==> config.mk <==
export PLATFORM = sky130hd
export DESIGN_NAME = fsm_transmission
export DESIGN_NICKNAME = d
export VERILOG_FILES = /design/src/rtl/fsm_transmission.sv
export SDC_FILE = /design/constraint.sdc
export NUM_CORES = 1
export LEC_CHECK = 0
export CORE_MARGIN = 4
export CORE_UTILIZATION = 40
export DETAILED_ROUTE_END_ITERATION = 16
export HOLD_SLACK_MARGIN = 0.15
export PLACE_DENSITY = 0.82
export SLEW_MARGIN = 20
export SYNTH_ARGS = -nofsm -noshare
export SYNTH_HDL_FRONTEND = slang
export SYNTH_SLANG_ARGS = --single-unit
export TNS_END_PERCENT = 100
==> constraint.sdc <==
create_clock -name clk_i -period 2.05 [get_ports clk_i]
set_input_delay 0.3075 -clock clk_i [delete_from_list [all_inputs] [get_ports clk_i]]
set_output_delay 0.3075 -clock clk_i [all_outputs]
set_load 0.02 [all_outputs]
==> src/rtl/fsm_transmission.sv <==
// Transmit-side control FSM for the memory-mapped UART: latches the payload, pulses the
// TX core start, waits for end-of-frame, then clears "send". Optional watchdog: FSM_TX_TIMEOUT_EN.
module fsm_transmission #(
    parameter int DATA_W         = 8,
    parameter int TIMEOUT_CYCLES = 2_000_000
) (
    input  logic              clk_i,
    input  logic              rst_i,
    input  logic              send_i,
    input  logic [DATA_W-1:0] tx_data_i,
    input  logic              tx_busy_i,
    input  logic              tx_done_i,
    output logic              tx_start_o,
    output logic [DATA_W-1:0] tx_data_o,
    output logic              wr_ctrl_o,
    output logic              send_o,
    output logic              tx_err_o
);

    typedef enum logic [2:0] {
        ST_IDLE       = 3'd0,
        ST_WAIT_FREE  = 3'd1,
        ST_START      = 3'd2,
        ST_WAIT_DONE  = 3'd3,
        ST_CLEAR_SEND = 3'd4
    } state_t;

    state_t            r_state;
    state_t            w_next;
    logic              w_latch;
    logic              w_timeout;
    logic              r_tx_start;
    logic              r_wr_ctrl;
    logic [DATA_W-1:0] r_tx_data;

`ifdef FSM_TX_TIMEOUT_EN
    localparam int CNT_W = (TIMEOUT_CYCLES > 1) ? $clog2(TIMEOUT_CYCLES) : 1;

    logic [CNT_W-1:0] r_cnt;
    logic             r_tx_err;

    assign w_timeout = (r_state == ST_WAIT_DONE) && (r_cnt == CNT_W'(TIMEOUT_CYCLES - 1));

    // Watchdog counter: zeroed on WAIT_DONE entry, runs only while waiting for end-of-frame
    always_ff @(posedge clk_i) begin
        if (!rst_i) begin
            r_cnt <= '0;
        end else if ((r_state != ST_WAIT_DONE) && (w_next == ST_WAIT_DONE)) begin
            r_cnt <= '0;
        end else if (r_state == ST_WAIT_DONE) begin
            r_cnt <= r_cnt + CNT_W'(1);
        end else begin
            r_cnt <= r_cnt;
        end
    end

    // Sticky error: set by a timeout that lost the race to no done, cleared at the next latch
    always_ff @(posedge clk_i) begin
        if (!rst_i) begin
            r_tx_err <= 1'b0;
        end else if (w_latch) begin
            r_tx_err <= 1'b0;
        end else if (w_timeout && !tx_done_i) begin
            r_tx_err <= 1'b1;
        end else begin
            r_tx_err <= r_tx_err;
        end
    end

    assign tx_err_o = r_tx_err;
`else
    logic w_unused;

    assign w_unused  = (TIMEOUT_CYCLES != 0);
    assign w_timeout = 1'b0;
    assign tx_err_o  = 1'b0;
`endif

    // Next-state decode; w_latch marks the edge that snapshots the data register
    always_comb begin
        w_next  = r_state;
        w_latch = 1'b0;
        case (r_state)
            ST_IDLE: begin
                if (send_i) begin
                    if (!tx_busy_i) begin
                        w_next  = ST_START;
                        w_latch = 1'b1;
                    end else begin
                        w_next = ST_WAIT_FREE;
                    end
                end else begin
                    w_next = ST_IDLE;
                end
            end
            ST_WAIT_FREE: begin
                if (!tx_busy_i) begin
                    w_next  = ST_START;
                    w_latch = 1'b1;
                end else begin
                    w_next = ST_WAIT_FREE;
                end
            end
            ST_START: begin
                w_next = ST_WAIT_DONE;
            end
            ST_WAIT_DONE: begin
                if (tx_done_i || w_timeout) begin
                    w_next = ST_CLEAR_SEND;
                end else begin
                    w_next = ST_WAIT_DONE;
                end
            end
            ST_CLEAR_SEND: begin
                w_next = ST_IDLE;
            end
            default: begin
                w_next = ST_IDLE;
            end
        endcase
    end

    // State register with Moore outputs registered from the next state, so pulses are glitch-free
    always_ff @(posedge clk_i) begin
        if (!rst_i) begin
            r_state    <= ST_IDLE;
            r_tx_start <= 1'b0;
            r_wr_ctrl  <= 1'b0;
            r_tx_data  <= '0;
        end else begin
            r_state    <= w_next;
            r_tx_start <= (w_next == ST_START);
            r_wr_ctrl  <= (w_next == ST_CLEAR_SEND);
            if (w_latch) begin
                r_tx_data <= tx_data_i;
            end else begin
                r_tx_data <= r_tx_data;
            end
        end
    end

    assign tx_start_o = r_tx_start;
    assign wr_ctrl_o  = r_wr_ctrl;
    assign tx_data_o  = r_tx_data;
    assign send_o     = 1'b0;

endmodule

== Yosys cells after proc, flatten, opt, wreduce, memory -nomap -nowiden ==
Cells that the tools add are included.

* Bits of input ports: 13
* Word-level logic and storage cells: 17
* Output and inout bits: 12
* Bits in registers: 13

* Muxes and demuxes: 7
* Equality and inequality tests: 5
* Reductions and logical operators: 1

{| class="wikitable"
|+ Operators by type and width
! kind !! number
|-
| $pmux 3 s4 || 1
|-
| $eq 3x2->1 const B || 3
|-
| $mux 3 || 2
|-
| $eq 3x1->1 const B || 1
|-
| $eq 3x3->1 const B || 1
|-
| $logic_not 3->1 || 1
|-
| $mux 1 || 2
|-
| $mux 2 || 1
|-
| $pmux 1 s2 || 1
|}

== Logic depth before layout (Yosys ltp) ==
Gate-level depths: netlist of run 1.

* Word-level depth: 4
* Gate-level depth with buffers: 4
* Mapped depth without buffers: 3

== Worst setup path before layout of run 1 ==
No wires, ideal clock.

* Kind: register -> register
* Start: reg r_state[1]
* End: reg r_tx_data[0] (netlist: tx_data_o[0])
* Required time: 1.978 ns
* Path buffers: 1
* Stages on the path, launching flop included: 4
* Library setup time: 0.072 ns
* Setup slack: 1.019 ns
* Arrival time: 0.959 ns
* Clock period less this slack: 1.031 ns
* Cell sequence: dfxtp_1 nor4_2 buf_6 mux2i_1

* Word-level cells in the longest chain between the ends: 2
* Elaborated cells on any way between the ends: 3
* Those cells by class: eq/ne: 1; mux: 1; reduce/logical: 1

{| class="wikitable"
|+ Ends and longest elaborated chain
! element !! line !! text
|-
| start: declaration || 28 || <nowiki>state_t r_state;</nowiki>
|-
| start signal: assignment || 131 || <nowiki>r_state <= w_next;</nowiki>
|-
| $eq 3x1->1 or $logic_not 3->1 (tied branches) || 83 || <nowiki>case (r_state)</nowiki>
|-
| $pmux 1 s2 (*) || 83 ||
|-
| end signal: assignment || 135 || <nowiki>r_tx_data <= tx_data_i;</nowiki>
|-
| end signal: assignment || 137 || <nowiki>r_tx_data <= r_tx_data;</nowiki>
|-
| end: declaration || 34 || <nowiki>logic [DATA_W-1:0] r_tx_data;</nowiki>
|}

Every way passes the cells marked *; elsewhere a longest branch is shown, timed or not.
A chain may end at the register's enable or synchronous reset.

== Worst setup path in the final report of run 1 ==
* Start: reg r_tx_data[6] (netlist: tx_data_o[6])
* End: out tx_data_o[6]

{| class="wikitable"
|+ RTL lines
! element !! line !! text
|-
| end: declaration || 14 || <nowiki>output logic [DATA_W-1:0] tx_data_o,</nowiki>
|}

No word-level cell between the ends.

==> results of run 1 <==
## placed cells by master (no fill, tap or decap)
cell type	netlist	layout
clkdlybuf4s50_1	0	22
nand2_1	18	18
dfxtp_1	13	13
mux2i_1	8	8
nor2_1	3	3
clkbuf_4	0	3
conb_1	1	2
buf_4	2	2
nand2b_1	1	1
nand3_1	1	1
nor4_2	1	1
and3b_2	1	1
o21a_1	1	1
or3b_1	1	1
a21oi_1	1	1
nor4_1	1	1
clkbuf_1	0	1
## metal layers
layer | global-route usage (%) | up-vias | share of wire (%)
li1 | - | 225 | -
met1 | 14.9 | 195 | 44
met2 | 22.1 | 14 | 49
met3 | 4.07 | 2 | 5.4
met4 | 7.23 | 0 | 1.2
met5 | 0 | - | 0
## cells in the mapped netlist (all sizes together)
cell type and number:
mux2i 8, or3b 1, o21a 1, buf 5, nor4 2, conb 1
dfxtp 13, nand2b 1, and3b 1, nor2 3, a21oi 1, nand3 1
nand2 18
## state kept, by name, summed over array words and instances, names as in the netlist
| register | flops |
|---|---|
| r_state | 3 |
| tx_data_o | 8 |
| tx_start_o | 1 |
| wr_ctrl_o | 1 |
## how the worst max path moves through the flow
stage,to,startpoint,cells past startpoint
6_report,tx_data_o[6],tx_data_o[6],1
5_1_grt,tx_data_o[6],tx_data_o[6],1
4_1_cts,tx_data_o[6],tx_data_o[6],1
3_5_place_dp,tx_data_o[4],tx_busy_i,4
3_3_place_gp,tx_data_o[1],tx_busy_i,4
2_1_floorplan,tx_data_o[0],r_state[1],3
## kinds of logic after synthesis
group                  Yosys count  share of synthesized area (%)
and+or+nand+nor                 27                           24.5
DFF                             13                           50.0
muxes                            8                           15.4
buffers and inverters            5                           6.97
AOI/OAI and AO/OA                2                           2.40
other                            1                          0.720
## layout make-up
type,instances,area [µm²]
fillers,113,404
flip-flops and latches,13,260
repair buffers,24,235
multi-input cells,39,228
clock buffers,4,26.3
well taps,14,17.5
## per-stage QoR
step | std cells | total power [mW] | setup WS [ps] | area, µm² | hold WS, ps
4_1_cts | 94 | 0.550 | 505 | 767 | 468
3_3_place_gp | 90 | 0.391 | 598 | 741 | 446
5_1_grt | 94 | 0.567 | 463 | 767 | 490
3_5_place_dp | 90 | 0.393 | 486 | 741 | 454
2_1_floorplan | 57 | 0.344 | 1020 | 524 | 386
6_report | 94 | 0.541 | 511 | 767 | 460
## report_power, final
group          internal, mW  switching, mW
combinational        0.0600         0.0497
clock                0.0753         0.0781
sequential            0.268        0.00995
total                 0.403          0.138
==> metrics.md, run 1 <==
| Metric | Value |
|---|---|
| Max-Cap Viols | 0 |
| Post-synth top area cell | dfxtp_1 |
| Final hold vios | 0 |
| Total CTS buffers | 3 |
| Worst setup SP type | register |
| Final Slew Violations | 0 |
| GRT overflow | 0 |
| Crit path buffers/inverters | 1 |
| Detailed Route WL | 1140 µm |
| R2R Path Start | r_state[1] |
| Die extent in y | 44.1 µm |
| Synth Cell Area | 520 µm² |
| Die X | 44.1 µm |
| DRT Pass-1 Iters | 4 |
| Peak supply drop | 0.000367 V |
| Hold Path End | tx_data_o[7] |
| Register area share after synthesis | 50.0% |
| Mean Syn Cell Area | 9.29 µm² |
| H-tree Lvls | 1 |
| Setup repair bufs after CTS | 0 |
| Total clock sinks | 13 |
| Yosys cell types | 16 |
| Vias in the first global route | 432 |
| Synth-to-layout area growth | 47.4% |
| Worst R2R Path Depth | 3 |
| Initial antenna violation count | 0 |
| Ant. Diodes | 0 |
| Initial drt markers | 4 |
| Ranking of synthesized cells by area | dfxtp_1, mux2i_1, nand2_1 |
| Post-DP HPWL | 852 µm |
| CTS clk-pin slew, worst paths | 70 ps |
| CTS max path bufs | 2 |
| Critical path required time | 1740 ps |
| Initial Util | 44.4% |
| Worst R2R End | tx_data_o[1] |
| Hold WC Path Type | reg -> reg |
| CP Capture Type | output pin |
| Worst-Skew Late Latency | 270 ps |
| RSZ-0062 raised after global routing | false |
| Fin crit share | 75.1% |
| Post-Synthesis Cells | 56 |
| Top delay family on crit path | buffers and inverters |
| Sum Neg Setup Slack | 0 ps |
| Layout cells sized above 1 | 8.75% |
| First-pass GRT wire length | 1820 µm |
| DR vias | 436 |
| Power Density | 706 nW/µm² |
| Status | complete, no violations |
| Syn. warnings | 0 |
| P_leak | 0.303 nW |
| Post-Route Utilization | 65.5% |
| Top-area cell type share of the netlist area | 50.0% |
| Placer's final routability congestion estimate | 0.648 |
| Post-cts resize count | 0 |
| Setup violators final | 0 |
| Total track usage | 13.2% |
| Die ar. | 1940 µm² |
| Hold path start | tx_data_o[7] |
| CTS tree | done |
| Core area | 1170 µm² |
| Via/cell ratio | 4.64 |
| Wire length per cell | 12.1 µm |
| Critical Path, Cell by Cell | clkdlybuf4s50_1 |
| Hold buffers post-CTS | 0 |
| Crit path max fanout | 2 |
| Rows | 12 |
| Max stage delay cell, worst path | clkdlybuf4s50_1 |
| Post-layout min period | 1540 ps |
| ANT nets after route | 0 |
| DRC viols | 0 |
| Largest net degree at the start of global routing | 15 |
| Crit path kind | reg -> out |
| Hold depth | 2 |
| Data arrival, critical path | 1230 ps |
| Number of synthesized register bits | 13 |
| Clock root buffer | clkbuf_4 |
| R2r setup slk | 850 ps |
| # nets final | 94 |
| Fmax | 0.650 GHz |
| Layout Skew | 3.70 ps |
| Port Buffers | 22 |
| Ports | 25 |
| Crit path largest cell delay | 610 ps |
No activity file was read; power rests on OpenSTA's default activity.
==> run 2: changes to the inputs <==
Settings changed: CORE_UTILIZATION 40 to 34, PLACE_DENSITY 0.82 to 0.75.
Clock period 2.05 ns to 1.3 ns, I/O delays scaled along.
==> metrics.md, run 2 (synthesis gave the netlist of run 1 again) <==
| Metric | Value |
|---|---|
| Placed inst area | 749 µm² |
| Clock root buffer | clkbuf_4 |
| Final hold vios | 0 |
| Largest net degree at the start of global routing | 11 |
| NetSw | 215 µW |
| RSZ-0062 raised after global routing | false |
| Die extent in y | 47.1 µm |
| Vias in the first global route | 406 |
| Hold WC Path Type | reg -> reg |
| Setup repair bufs after CTS | 0 |
| Part of the power in registers | 52.0% |
| Crit path buffers/inverters | 1 |
| Commonest cells after routing, fill and taps aside | nand2_1, dfxtp_1, clkdlybuf4s50_1 |
| Ports | 25 |
| Final instance area | 763 µm² |
| Overall power | 840 µW |
| Detailed Route WL | 970 µm |
| Critical path required time | 1500 ps |
| Max FFs per register | 8 |
| Data arrival, critical path | 1330 ps |
| Fin crit share | 87.5% |
| H-tree Lvls | 1 |
| Ant. Diodes | 0 |
| GRT overflow | 0 |
| Worst Setup Slack post-DPL | -79.5 ps |
| Sum Neg Setup Slack | 0 ps |
| CTS max path bufs | 2 |
| Top delay family on crit path | flip-flops |
| Die ar. | 2220 µm² |
| Initial Util | 38.1% |
| CTS clk-pin slew, worst paths | 80 ps |
| Layout cells sized above 1 | 9.88% |
| Synth-to-layout area growth | 46.6% |
| Switch share | 25.6% |
| P_leak | 0.350 nW |
| DR vias | 440 |
| Total internal power | 625 µW |
| Rows | 13 |
| CP Capture Type | register |
| Critical Path, Cell by Cell | nor4_2 -> buf_4 -> mux2i_1 |
| Crit path max fanout | 9 |
| Post-layout min period | 1140 ps |
| Post-DP HPWL | 781 µm |
| Final Slew Violations | 0 |
| CTS tree | done |
| Worst setup margin | 163 ps |
| Crit path kind | reg -> reg |
| Worst-Skew Late Latency | 260 ps |
| Crit path largest cell delay | 360 ps |
| Total CTS buffers | 3 |
| Core area | 1370 µm² |
| Total clock sinks | 13 |
| Via/cell ratio | 4.58 |
| Power Density | 1100 nW/µm² |
| Total track usage | 10.2% |
| Initial drt markers | 4 |
| # nets final | 95 |
| Max-Cap Viols | 0 |
| Initial antenna violation count | 0 |
| Port Buffers | 22 |
| Placer's final routability congestion estimate | 0.634 |
| Most common cell after layout, fill and taps aside | nand2_1 |
| Status | complete, no violations |
| ANT nets after route | 0 |
| DRT Pass-1 Iters | 3 |
| Setup violators final | 0 |
| Layout Skew | 0.673 ps |
| DRC viols | 0 |
| Max stage delay cell, worst path | dfxtp_1 |
| Die X | 47.1 µm |
| Combinational share of power | 19.1% |
| Wire length per cell | 10.1 µm |
| First-pass GRT wire length | 1590 µm |
| Post-Route Utilization | 55.9% |
| Worst setup SP type | register |
| Peak supply drop | 0.000595 V |
| Fmax | 0.879 GHz |
| Clock power frac | 28.9% |
-- run 2: worst paths after layout --
path                start            to  slack [ps]  depth (start not counted)
max            r_state[1]  tx_data_o[0]         160                          3
min          tx_data_o[7]  tx_data_o[7]         450                          2
max reg2reg    r_state[1]  tx_data_o[0]         160                          3
min reg2reg  tx_data_o[7]  tx_data_o[7]         450                          2
-- run 2: worst register-to-register path, delay by kind of cell, from the launching register on --
| kind | cells | cell delay (ps) |
|---|---|---|
| flops | 1 | 360 |
| buf+inv | 1 | 230 |
| simple gates | 1 | 270 |
| mux | 1 | 200 |
-- run 2: metal layers --
metal	GRT usage, %	vias up	routed length (µm)
met4	4.97	0	10
met5	0	-	0
met3	3.83	2	97
li1	-	230	-
met2	15.4	14	434
met1	12.7	194	427
-- run 2: cell type report --
type / instances / area [µm²]
Tap cell: 15 / 18.8
Multi-Input combinational cell: 39 / 228
Timing Repair Buffer: 25 / 230
Clock buffer: 4 / 26.3
Fill cell: 141 / 603
Sequential cell: 13 / 260
-- run 2: stage by stage --
step | cells | hold slack [ps]
6_report | 96 | 453
4_1_cts | 96 | 458
3_5_place_dp | 92 | 450
5_1_grt | 96 | 482
3_3_place_gp | 92 | 442
2_1_floorplan | 57 | 274
-- run 2: power by group through the flow --
| stage | sequential (mW) | combinational (mW) | clock, mW |
|---|---|---|---|
| 2_1_floorplan | 0.469 | 0.0737 | 0 |
| 3_3_place_gp | 0.446 | 0.173 | 0 |
| 3_5_place_dp | 0.447 | 0.175 | 0 |
| 4_1_cts | 0.437 | 0.163 | 0.256 |
| 5_1_grt | 0.440 | 0.176 | 0.266 |
| 6_report | 0.437 | 0.160 | 0.243 |
-- run 2: timing repair --
item / 4_1_cts / 5_1_grt
setup endpoints to repair: 10 / 0
hold buffers: 0 / 0
resized for setup: 10 / 0
